`config.mk`:
```
export PLATFORM = sky130hd
export DESIGN_NAME = shift_register_tap_arbiter
export DESIGN_NICKNAME = d
export VERILOG_FILES = /design/src/rtl/shift_register_tap_arbiter.sv
export SDC_FILE = /design/constraint.sdc
export NUM_CORES = 1
export LEC_CHECK = 0
export CAP_MARGIN = 20
export CORE_AREA = 2 2 214 216
export CTS_CLUSTER_DIAMETER = 80
export DETAILED_ROUTE_END_ITERATION = 8
export DIE_AREA = 0 0 216 218
export PLACE_DENSITY = 0.78
export SLEW_MARGIN = 10
export SYNTH_ARGS = -nofsm -noshare
export SYNTH_HDL_FRONTEND = slang
export SYNTH_SLANG_ARGS = --single-unit
```
`constraint.sdc`:
```
create_clock -name clk -period 6.3 [get_ports clk]
set_input_delay 1.26 -clock clk [delete_from_list [all_inputs] [get_ports clk]]
set_output_delay 1.26 -clock clk [all_outputs]
set_load 0.005 [all_outputs]
```
`src/rtl/shift_register_tap_arbiter.sv`:
```
// Dynamic-tap delay line whose single read port is shared round-robin
// between NUM_REQ tap readers, with fill tracking and tagged responses.

// Shift register with one random-access read port and a registered output.
module shift_register_dynamic #(
  parameter int unsigned DATA_WIDTH          = 16,
  parameter int unsigned DEPTH               = 32,
  parameter int unsigned NUM_REGISTER_OUTPUT = 1
) (
  input  logic                     clk,
  input  logic                     rst_n,
  input  logic                     we,
  input  logic [DATA_WIDTH-1:0]    din,
  input  logic                     reb,
  input  logic                     clrb,
  input  logic [$clog2(DEPTH)-1:0] addrb,
  output logic [DATA_WIDTH-1:0]    doutb
);

  logic [DATA_WIDTH-1:0] mem_q  [DEPTH];
  logic [DATA_WIDTH-1:0] dout_q [NUM_REGISTER_OUTPUT];

  // Sample storage: not reset, a push moves every entry one tap deeper.
  always_ff @(posedge clk) begin
    if (we) begin
      mem_q[0] <= din;
      for (int unsigned i = 1; i < DEPTH; i++) begin
        mem_q[i] <= mem_q[i-1];
      end
    end
  end

  // Output register captures the pre-shift tap; clrb forces a zero word.
  always_ff @(posedge clk or negedge rst_n) begin
    if (!rst_n) begin
      for (int unsigned i = 0; i < NUM_REGISTER_OUTPUT; i++) begin
        dout_q[i] <= '0;
      end
    end else begin
      if (reb) begin
        dout_q[0] <= clrb ? '0 : mem_q[addrb];
      end
      for (int unsigned i = 1; i < NUM_REGISTER_OUTPUT; i++) begin
        dout_q[i] <= dout_q[i-1];
      end
    end
  end

  assign doutb = dout_q[NUM_REGISTER_OUTPUT-1];

endmodule

// Round-robin tap-read arbiter around the shift register.
module shift_register_tap_arbiter #(
  parameter int unsigned DATA_WIDTH = 16,
  parameter int unsigned DEPTH      = 32,
  parameter int unsigned NUM_REQ    = 4
) (
  input  logic                               clk,
  input  logic                               reset_n,
  input  logic                               wr_valid,
  input  logic [DATA_WIDTH-1:0]              wr_data,
  input  logic                               flush,
  input  logic [NUM_REQ-1:0]                 req_valid,
  input  logic [NUM_REQ*$clog2(DEPTH)-1:0]   req_tap,
  output logic [NUM_REQ-1:0]                 req_ready,
  output logic                               rsp_valid,
  output logic [$clog2(NUM_REQ)-1:0]         rsp_id,
  output logic [DATA_WIDTH-1:0]              rsp_data,
  output logic                               rsp_err,
  output logic [$clog2(DEPTH):0]             fill_count,
  output logic                               full
);

  localparam int unsigned AW = $clog2(DEPTH);
  localparam int unsigned IW = $clog2(NUM_REQ);

  logic [AW:0]    fill_q, fill_d;
  logic [IW-1:0]  last_grant_q, last_grant_d;
  logic           rsp_valid_q, rsp_valid_d;
  logic [IW-1:0]  rsp_id_q, rsp_id_d;
  logic           rsp_err_q, rsp_err_d;

  logic [AW-1:0]      tap_arr [NUM_REQ];
  logic               grant_c;
  logic [IW-1:0]      winner_c;
  logic [AW-1:0]      win_tap_c;
  logic               err_c;
  logic [NUM_REQ-1:0] ready_c;
  int unsigned        idx;

  // Unpack the per-requester tap indices.
  for (genvar g = 0; g < NUM_REQ; g++) begin : g_tap
    assign tap_arr[g] = req_tap[g*AW +: AW];
  end

  // Round-robin search starting just after the last granted requester.
  always_comb begin
    grant_c   = 1'b0;
    winner_c  = '0;
    win_tap_c = '0;
    ready_c   = '0;
    idx       = 0;
    for (int unsigned off = 1; off <= NUM_REQ; off++) begin
      idx = 32'(last_grant_q) + off;
      if (idx >= NUM_REQ) begin
        idx = idx - NUM_REQ;
      end
      if (!grant_c && req_valid[IW'(idx)]) begin
        grant_c            = 1'b1;
        winner_c           = IW'(idx);
        win_tap_c          = tap_arr[IW'(idx)];
        ready_c[IW'(idx)]  = 1'b1;
      end
    end
    if (!reset_n) begin
      grant_c = 1'b0;
      ready_c = '0;
    end
  end

  // A tap at or beyond the pre-update fill level has never been written.
  assign err_c = ({1'b0, win_tap_c} >= fill_q);

  // Next-state for fill level, arbitration pointer and response tag.
  always_comb begin
    fill_d       = fill_q;
    last_grant_d = last_grant_q;
    rsp_valid_d  = grant_c;
    rsp_id_d     = rsp_id_q;
    rsp_err_d    = rsp_err_q;
    if (flush) begin
      fill_d = '0;
    end else if (wr_valid && (fill_q != (AW+1)'(DEPTH))) begin
      fill_d = fill_q + 1'b1;
    end
    if (grant_c) begin
      last_grant_d = winner_c;
      rsp_id_d     = winner_c;
      rsp_err_d    = err_c;
    end
  end

  // State registers.
  always_ff @(posedge clk or negedge reset_n) begin
    if (!reset_n) begin
      fill_q       <= '0;
      last_grant_q <= IW'(NUM_REQ - 1);
      rsp_valid_q  <= 1'b0;
      rsp_id_q     <= '0;
      rsp_err_q    <= 1'b0;
    end else begin
      fill_q       <= fill_d;
      last_grant_q <= last_grant_d;
      rsp_valid_q  <= rsp_valid_d;
      rsp_id_q     <= rsp_id_d;
      rsp_err_q    <= rsp_err_d;
    end
  end

  shift_register_dynamic #(
    .DATA_WIDTH          (DATA_WIDTH),
    .DEPTH               (DEPTH),
    .NUM_REGISTER_OUTPUT (1)
  ) u_sr (
    .clk   (clk),
    .rst_n (reset_n),
    .we    (wr_valid),
    .din   (wr_data),
    .reb   (grant_c),
    .clrb  (err_c),
    .addrb (win_tap_c),
    .doutb (rsp_data)
  );

  assign req_ready  = ready_c;
  assign rsp_valid  = rsp_valid_q;
  assign rsp_id     = rsp_id_q;
  assign rsp_err    = rsp_err_q;
  assign fill_count = fill_q;
  assign full       = (fill_q == (AW+1)'(DEPTH));

endmodule

```
==> reports/summary.txt, run 1 <==
Die X: 216 um
clk buf depth: 3
WS Path Type: flop to output port
Post-Syn Area per Cell: 14.3 sq um
Distinct cells, synth: 68
Die Span Y: 218 um
setup repair bufs after CTS: 0
r2r endpoint: u_sr.doutb[14]$_DFFE_PN0P_
min-delay src: u_sr.mem_q[4][5]$_DFFE_PP_
Post-Syn Instances: 1613
min-delay worst type: flop to flop
final core occ: 0.582
RePlAce Congestion: 0.842
final WL: 53.1 mm
commonest non-fill, non-tap cell in the layout: edfxtp_1
ANT cells: 0
worst skew pair latency: 600 ps
hold endpoint: u_sr.mem_q[5][5]$_DFFE_PP_
GR Overflow Total: 0
Via-to-Cell Ratio: 6.35
count of buffers from port buffering: 74
worst reg2reg path startpoint: last_grant_q[1]$_DFFE_PN1P_
Area growth, synth to finish: 13.1%
first-pass GRT wire length: 82.3 mm
CP max stage cell: dfstp_2
Mapped Area: 23100 sq um
Setup crit start: last_grant_q[1]$_DFFE_PN1P_
synthesized flop and latch total: 540
largest net degree at the start of global routing: 127
cts bufs inserted: 53
Rows: 78
most frequent cells in the layout: edfxtp_1, nand2_1, and3_1
crit-path max cell delay: 790 ps
drt pass-1 iters: 5
worst slew pin tran: 1080 ps
Detail Placement HPWL: 30.8 mm
YS warnings: 0
Worst-path clk slew: 60 ps
# setup viols final: 0
max-cap violation count: 0
Setup TNS: 0 ps
GRT Util Overall: 0.223
Worst setup SP type: flop
Hold Violations, Final: 0
Worst EP required: 5040 ps
CP cell instances: inv_1 -> ha_1 -> mux4_2 -> nor4b_4 -> buf_4 -> a22oi_1 -> o21ai_0 -> and2_1 -> clkdlybuf4s50_1
status: finished clean
RSZ-0062 raised after global routing: no
Core ar.: 44900 sq um
Slew Limit Fails: 0
Final min period: 5540 ps
Clock Skews: 16.0 ps
EDFF count, synth: 512
CTS tree: done
crit path DAT: 4280 ps
Synth async-reset ratio: 0.0519
Residual DRC: 0
vias in the first global route: 14278
CTS Root Cell: clkbuf_16
layout cells sized above 1: 0.129
antenna-violating nets left: 0
# hold bufs at CTS: 0
CTS resizes: 0
number of nets in the layout: 1715
Critical Path Fanout Max: 16
initial drt markers: 2087
antenna violations before repair: 1
detailed-route via count: 14599
worst reg-to-reg setup slack: 870 ps
Register-to-Register Path Depth: 16
share of the yosys chip area belonging to registers: 0.696
period utilization: 0.880
initial core utilization: 0.515
IO Count: 75
Max Fclk: 180 MHz
H-tree depth: 2
Mapped Nets: 1672
relative slew slack: 0.282
CP Capture Type: output port
clk sink count: 540
Hold Path Cell Cnt: 0
Die Footprint: 47100 sq um
top_reg_cell synth: edfxtp_1
DR WL/cell: 23.1 um
worst max-delay path by stage:
stage	slack, ps	endpoint
finish	760	req_ready[2]
CTS	770	req_ready[2]
floorplan	490	u_sr.doutb[10]$_DFFE_PN0P_
global placement	820	u_sr.doutb[3]$_DFFE_PN0P_
global route	610	req_ready[0]
detailed placement	690	u_sr.doutb[3]$_DFFE_PN0P_
area by class of cell:
class / count / area, sq um
Sequential cell: 540 / 16100
Clock inverter: 25 / 199
Tap cell: 600 / 751
Clock buffer: 73 / 1510
Timing Repair Buffer: 114 / 1110
Inverter: 33 / 125
Fill cell: 3363 / 18700
Multi-Input combinational cell: 914 / 6370
worst max-delay path, delay by kind of cell, from the launching register on:
family | cells | cell delay, ps
simple gates | 2 | 540
mux | 1 | 670
buf+inv | 3 | 980
fa+ha+maj | 1 | 550
flops | 1 | 790
compound gates | 2 | 180
cell families after synthesis:
| family | Yosys count | synth area share |
|---|---|---|
| AND/OR/NAND/NOR | 454 | 0.101 |
| flip-flops | 540 | 0.696 |
| adder cells (fa/ha/maj) | 15 | 0.00812 |
| XOR/XNOR | 4 | 0.00152 |
| AO/OA/AOI/OAI | 373 | 0.121 |
| buffers and inverters | 159 | 0.0322 |
| multiplexers | 68 | 0.0404 |
metrics by stage:
step	setup WS (ps)	cell area [sq um]	hold WS [ps]	std cells
CTS	769	26100	418	2298
global placement	819	24400	419	2200
global route	610	26100	425	2299
floorplan	493	23100	417	1613
detailed placement	686	24400	424	2200
finish	759	26100	431	2299
layer usage:
layer,track usage,share of wire,vias up
met2,0.332,0.46,718
met3,0.0554,0.099,103
met4,0.0644,0.021,2
li1,-,-,6445
met1,0.328,0.42,7331
met5,0,0.00024,-
state kept, by name, summed over array words and instances, names as in the netlist:
register,count
last_grant_q,2
u_sr.mem_q,512
rsp_err,1
rsp_valid,1
rsp_id,2
u_sr.doutb,16
fill_count,6
synthesized netlist by cell type (9+ instances only):
library cell    n  area, sq um
buf_2          27          135
a22oi_2        10          125
mux4_2         18          405
and3_1        123          769
edfxtp_1      512        15400
dfrtp_1        26          651
clkbuf_1       74          278
buf_6          10          113
a21oi_1        39          195
nor2_1         42          158
a211oi_2       30          375
and2_1          9         56.3
nand2_1       156          586
o2111ai_1      17          149
o21ai_0        58          290
mux2i_1        28          280
ha_1           15          188
o211a_1        16          160
a22oi_1        14          105
a211oi_1       94          706
a31oi_1        34          213
mux2_2         22          248
o21ai_1        18         90.1
nand3_1        40          200
nand4_1        61          382
a32oi_1        16          140
inv_1          32          120
Power of run 1 is left out: the tool's default activity adds up to more than one toggle a clock period on the data nets, which glitch-free logic cannot reach.
==> run 2: changes to the inputs <==
--- a/config.mk
+++ b/config.mk
@@ -10,6 +10,7 @@
 export CTS_CLUSTER_DIAMETER = 80
 export DETAILED_ROUTE_END_ITERATION = 8
 export DIE_AREA = 0 0 216 218
+export GPL_TIMING_DRIVEN = 0
 export PLACE_DENSITY = 0.78
 export SLEW_MARGIN = 10
 export SYNTH_ARGS = -nofsm -noshare
==> constraint.sdc (replaced) <==
create_clock -name clk -period 6.5 [get_ports clk]
set_input_delay 1.3 -clock clk [delete_from_list [all_inputs] [get_ports clk]]
set_output_delay 1.3 -clock clk [all_outputs]
set_load 0.005 [all_outputs]
==> reports/summary.txt, run 2 (synthesis gave the netlist of run 1 again) <==
Crit path max-delay family: buffers and inverters
IO Count: 75 (unchanged)
Clock Skews: 15.8 ps (-0.281 ps)
worst skew pair latency: 590 ps (about the same)
drt pass-1 iters: 6 (+1)
relative slew slack: 0.375 (+0.0933)
clk sink count: 540 (unchanged)
max-cap violation count: 0 (unchanged)
gr busiest metal: met2
number of nets in the layout: 1806 (+5.3%)
Rows: 78 (unchanged)
CTS tree: done
Final min period: 6310 ps
Residual DRC: 0 (unchanged)
RePlAce Congestion: 0.920 (+9.3%)
Worst setup SP type: flop
commonest non-fill, non-tap cell in the layout: edfxtp_1
most flop-heavy register: u_sr.mem_q
CP Capture Type: flop
largest net degree at the start of global routing: 127 (unchanged)
min-delay worst type: flop to flop
Reg area: 16100 sq um (unchanged)
antenna-violating nets left: 0 (unchanged)
RSZ-0062 raised after global routing: no
worst slew pin tran: 937 ps (-140 ps)
GR Util met3: 0.0442 (-0.0112)
M1 GR Usage: 0.302 (-0.0264)
min-delay src: u_sr.mem_q[18][13]$_DFFE_PP_
crit-path max cell delay: 630 ps (-160 ps)
cts bufs inserted: 52 (-1.9%)
max reg flops: 512 (unchanged)
Core ar.: 44900 sq um (unchanged)
Top cell by count, worst path: buf_6
Worst EP required: 7010 ps (+1970 ps)
worst reg-to-reg setup slack: 190 ps (-680 ps)
Die X: 216 um (unchanged)
antenna violations before repair: 1 (unchanged)
Critical Path Fanout Max: 19 (+3)
Die Span Y: 218 um (unchanged)
vias in the first global route: 14749 (+3.3%)
Detail Placement HPWL: 38.2 mm (+24%)
FILL cells: 3384 (+0.62%)
DR WL/cell: 22.5 um (-2.7%)
Via-to-Cell Ratio: 6.25 (-1.6%)
initial core utilization: 0.515 (unchanged)
count of buffers from port buffering: 74 (unchanged)
CTS Root Cell: clkbuf_16
GR Overflow Total: 0 (unchanged)
Register-to-Register Path Depth: 23 (+7)
final WL: 53.8 mm (+1.2%)
layout cells sized above 1: 0.125 (-0.00432)
ANT cells: 0 (unchanged)
most frequent cells in the layout: edfxtp_1, nand2_1, and3_1
initial drt markers: 1757 (-16%)
Critical Path Stages: 23 (+14)
Die Footprint: 47100 sq um (unchanged)
CP max stage cell: mux4_2
Worst-path clk slew: 70 ps (about the same)
Hold Violations, Final: 0 (unchanged)
detailed-route via count: 14927 (+2.2%)
hold endpoint: u_sr.mem_q[19][13]$_DFFE_PP_
Slew Limit Fails: 0 (unchanged)
Crit path buffers/inverters: 10 (+7)
# setup viols final: 0 (unchanged)
Multi-input gate area: 6310 sq um (-0.86%)
worst reg2reg path startpoint: last_grant_q[0]$_DFFE_PN1P_
status: finished clean
clk buf depth: 3 (unchanged)
WS Path Type: flop to flop
CP cell instances: buf_6 -> buf_8 -> inv_1 -> ha_1 -> buf_2 -> mux4_2 -> or4b_1 -> buf_2 -> or2_1 -> and2_1 -> buf_6 -> clkinv_2 -> buf_6 -> ha_1 -> a21o_1 -> a21o_1 -> a211o_1 -> a211oi_4 -> buf_4 -> clkbuf_4 -> o211a_1 -> nand4_1 -> nand4_1
Hold Path Cell Cnt: 0 (unchanged)
GRT Util Overall: 0.228 (+0.00481)
first-pass GRT wire length: 83.8 mm (+1.9%)
crit path DAT: 6820 ps (+2540 ps)
r2r endpoint: u_sr.doutb[7]$_DFFE_PN0P_
H-tree depth: 2 (unchanged)
GRT met2 Usage: 0.389 (+0.0572)
period utilization: 0.970
Max Fclk: 159 MHz
final core occ: 0.588 (+0.00574)
Area growth, synth to finish: 14.2%
run 2: cell count changes in the layout (fill, tap and decap cells not counted), moves of 4 or more:
cell,change
buf_1,+5
clkbuf_1,+74
buf_4,-25
buf_6,+10
buf_2,+24
clkbuf_8,-5
buf_12,-4
run 2: cell type report:
cell class                 instances  area share
sequential                       540       0.609
multi-input combinational        914       0.239
clock buffer                      67      0.0522
timing repair buffer              83      0.0336
tap                              600      0.0284
buffer                           123      0.0236
clock inverter                    30     0.00943
inverter                          33     0.00474
run 2: how the worst max path moves through the flow:
stage | slack (ps) | end | from
2_1_floorplan | 690 | u_sr.doutb[10]$_DFFE_PN0P_ | last_grant_q[0]$_DFFE_PN1P_
3_3_place_gp | -14800 | fill_count[3]$_DFFE_PN0P_ | wr_valid
3_5_place_dp | -930 | u_sr.doutb[7]$_DFFE_PN0P_ | last_grant_q[1]$_DFFE_PN1P_
4_1_cts | 30 | u_sr.doutb[13]$_DFFE_PN0P_ | last_grant_q[0]$_DFFE_PN1P_
5_1_grt | 20 | u_sr.doutb[7]$_DFFE_PN0P_ | last_grant_q[0]$_DFFE_PN1P_
6_report | 190 | u_sr.doutb[7]$_DFFE_PN0P_ | last_grant_q[0]$_DFFE_PN1P_
run 2: repair_timing:
item                                    4_1_cts  5_1_grt
endpoints found under the setup margin       16       16
hold buffers                                  0        0
cloned                                        0        0
gates resized for setup                       3        8
pin swaps                                     1        1
setup buffers                                 2        3
run 2: routing by layer:
| metal | up-vias | wire length [um] |
|---|---|---|
| met5 | - | 11 |
| met4 | 2 | 999 |
| met3 | 101 | 4910 |
| met2 | 742 | 26800 |
| met1 | 7420 | 21100 |
| li1 | 6662 | - |
run 2: stage by stage:
step	hold WS (ps)	worst slack, ps	instances	TNS (ps)	area (sq um)
after global routing	436	18.1	2390	0	26400
after detailed placement	426	-932	2291	-11570	24700
after floorplan	417	693	1613	0	23100
final	441	192	2390	0	26400
after CTS	431	33.8	2388	0	26400
after global placement	420	-14800	2287	-6326370	24600
Power of run 2 is left out for the same reason.
==> run 3: changes to the inputs <==
--- a/config.mk
+++ b/config.mk
@@ -12,7 +12,7 @@
 export DIE_AREA = 0 0 216 218
 export GPL_TIMING_DRIVEN = 0
 export PLACE_DENSITY = 0.78
-export SLEW_MARGIN = 10
+export SLEW_MARGIN = 30
 export SYNTH_ARGS = -nofsm -noshare
 export SYNTH_HDL_FRONTEND = slang
 export SYNTH_SLANG_ARGS = --single-unit
==> reports/summary.txt, run 3 (synthesis gave the netlist of run 1 again) <==
crit-path max cell delay: 620 ps (about the same)
Placed Cells: 2293 (+0.087%)
Rows: 78 (unchanged)
Max Fclk: 160 MHz (+0.96%)
number of nets in the layout: 1809 (+0.17%)
Via-to-Cell Ratio: 6.23 (-0.17%)
Die Span Y: 218 um (unchanged)
GRT Util Overall: 0.229 (+0.00138)
worst slew pin tran: 848 ps (-89.2 ps)
min-delay worst type: flop to flop
max-cap violation count: 0 (unchanged)
cts bufs inserted: 53 (+1.9%)
relative slew slack: 0.430 (+0.0546)
Residual DRC: 0 (unchanged)
crit path DAT: 6750 ps (-70 ps)
# hold bufs at CTS: 0 (unchanged)
drt pass-1 iters: 6 (unchanged)
period utilization: 0.961 (-0.00920)
Slew Limit Fails: 0 (unchanged)
layout cells sized above 1: 0.125 (+0.000837)
first-pass GRT wire length: 84.0 mm (+0.20%)
clk buf depth: 3 (unchanged)
CTS Root Cell: clkbuf_16
largest net degree at the start of global routing: 96 (-24%)
Detail Placement HPWL: 38.3 mm (+0.16%)
antenna-violating nets left: 0 (unchanged)
Final min period: 6250 ps (-59.8 ps)
worst reg-to-reg setup slack: 250 ps (+60 ps)
Die Footprint: 47100 sq um (unchanged)
WS Path Type: flop to flop
Post-DP Area: 24800 sq um (+0.22%)
Worst setup SP type: flop
clk sink count: 540 (unchanged)
Worst-path clk slew: 60 ps (about the same)
final WL: 54.4 mm (+1.2%)
Clock Skews: 23.1 ps (+7.31 ps)
H-tree depth: 2 (unchanged)
# setup viols final: 0 (unchanged)
CTS tree: done
final worst slack: 252 ps (+59.8 ps)
worst hold slack: 437 ps (-3.18 ps)
worst skew pair latency: 590 ps (about the same)
antenna violations before repair: 2 (+1)
DR WL/cell: 22.7 um (+1.0%)
CP cell instances: buf_6 -> buf_8 -> inv_1 -> ha_1 -> buf_2 -> mux4_2 -> or4b_1 -> buf_2 -> or2_1 -> and2_1 -> buf_6 -> clkinv_2 -> buf_8 -> ha_1 -> a21o_1 -> a21o_1 -> a211o_1 -> a211oi_4 -> buf_4 -> clkbuf_4 -> o211a_1 -> nand4_1 -> nand4_1
pre-CTS setup slack: -877 ps (+55.0 ps)
IO Count: 75 (unchanged)
status: finished clean
RSZ-0062 raised after global routing: no
Die X: 216 um (unchanged)
Worst EP required: 7000 ps (about the same)
Crit path buffers/inverters: 10 (unchanged)
most flop-heavy register: u_sr.mem_q
max reg flops: 512 (unchanged)
RePlAce Congestion: 0.920 (unchanged)
most frequent cells in the layout: edfxtp_1, nand2_1, and3_1
count of buffers from port buffering: 74 (unchanged)
GR Overflow Total: 0 (unchanged)
CP max stage cell: mux4_2
design area: 26600 sq um (+0.65%)
commonest non-fill, non-tap cell in the layout: edfxtp_1
Critical Path Fanout Max: 19 (unchanged)
Core ar.: 44900 sq um (unchanged)
CP Capture Type: flop
Area growth, synth to finish: 15.0%
ANT cells: 0 (unchanged)
initial core utilization: 0.515 (unchanged)
Crit path max-delay family: buffers and inverters
FILL cells: 3316 (-2.0%)
vias in the first global route: 14820 (+0.48%)
detailed-route via count: 14926 (-0.0067%)
non-filler instance count after layout: 2394 (+0.17%)
Hold Violations, Final: 0 (unchanged)
initial drt markers: 1867 (+6.3%)
-- run 3: cell types whose count changed in the layout (fill, tap and decap cells not counted), sizes merged --
cell      delta
buf          +3
bufinv       +3
clkbuf       +3
clkinv       -5
clkinvlp     +1
inv          -1
-- run 3: repair_timing --
item                                    CTS  global route
buffers inserted                          2             3
pin swaps                                 1             2
endpoints found under the setup margin   16            15
gates resized for setup                   2             6
-- run 3: area by class of cell --
| class | instances | area, sq um | share of cell area |
|---|---|---|---|
| repair buffers | 86 | 948 | 0.0357 |
| flip-flops and latches | 540 | 16100 | 0.605 |
| plain buffers | 122 | 617 | 0.0232 |
| multi-input cells | 914 | 6310 | 0.237 |
| inverters | 33 | 125 | 0.00471 |
| well taps | 600 | 751 | 0.0283 |
| clock inverters | 28 | 287 | 0.0108 |
| clock buffers | 71 | 1460 | 0.0548 |
-- run 3: worst register-to-register path: stages, from the launching register on --
cell and delay [ps]:
dfstp_2 590, buf_6 170, buf_8 210, inv_1 170, ha_1 310, buf_2 220, mux4_2 620, or4b_1 520
buf_2 180, or2_1 250, and2_1 150, buf_6 160, clkinv_2 110, buf_8 220, ha_1 270, a21o_1 160
a21o_1 190, a211o_1 360, a211oi_4 250, buf_4 190, clkbuf_4 240, o211a_1 180, nand4_1 260, nand4_1 220
-- run 3: worst paths after layout --
check                                       startpoint                           to  depth (start not counted)
min in group asynchronous                      reset_n        rsp_id[1]$_DFFE_PN0P_                          1
setup reg to reg           last_grant_q[0]$_DFFE_PN1P_   u_sr.doutb[13]$_DFFE_PN0P_                         23
max in group asynchronous                      reset_n  last_grant_q[1]$_DFFE_PN1P_                          2
hold / removal             u_sr.mem_q[28][7]$_DFFE_PP_  u_sr.mem_q[29][7]$_DFFE_PP_                          0
setup / recovery           last_grant_q[0]$_DFFE_PN1P_   u_sr.doutb[13]$_DFFE_PN0P_                         23
hold reg to reg            u_sr.mem_q[28][7]$_DFFE_PP_  u_sr.mem_q[29][7]$_DFFE_PP_                          0
-- run 3: per-stage QoR --
stage                     setup TNS (ps)   util
after floorplan                        0      -
after global placement          -6326370  0.548
after global routing                   0  0.592
after detailed placement          -10730  0.552
final                                  0  0.592
after CTS                              0  0.591
-- run 3: routing by layer --
metal | vias up | share of wire | global-route usage | routed length [um]
li1 | 6664 | - | - | -
met1 | 7395 | 0.40 | 0.300 | 21500
met2 | 767 | 0.50 | 0.392 | 27100
met3 | 96 | 0.084 | 0.0403 | 4590
met4 | 4 | 0.022 | 0.0744 | 1200
met5 | - | 0.00042 | 0 | 23
Power of run 3 is left out for the same reason.
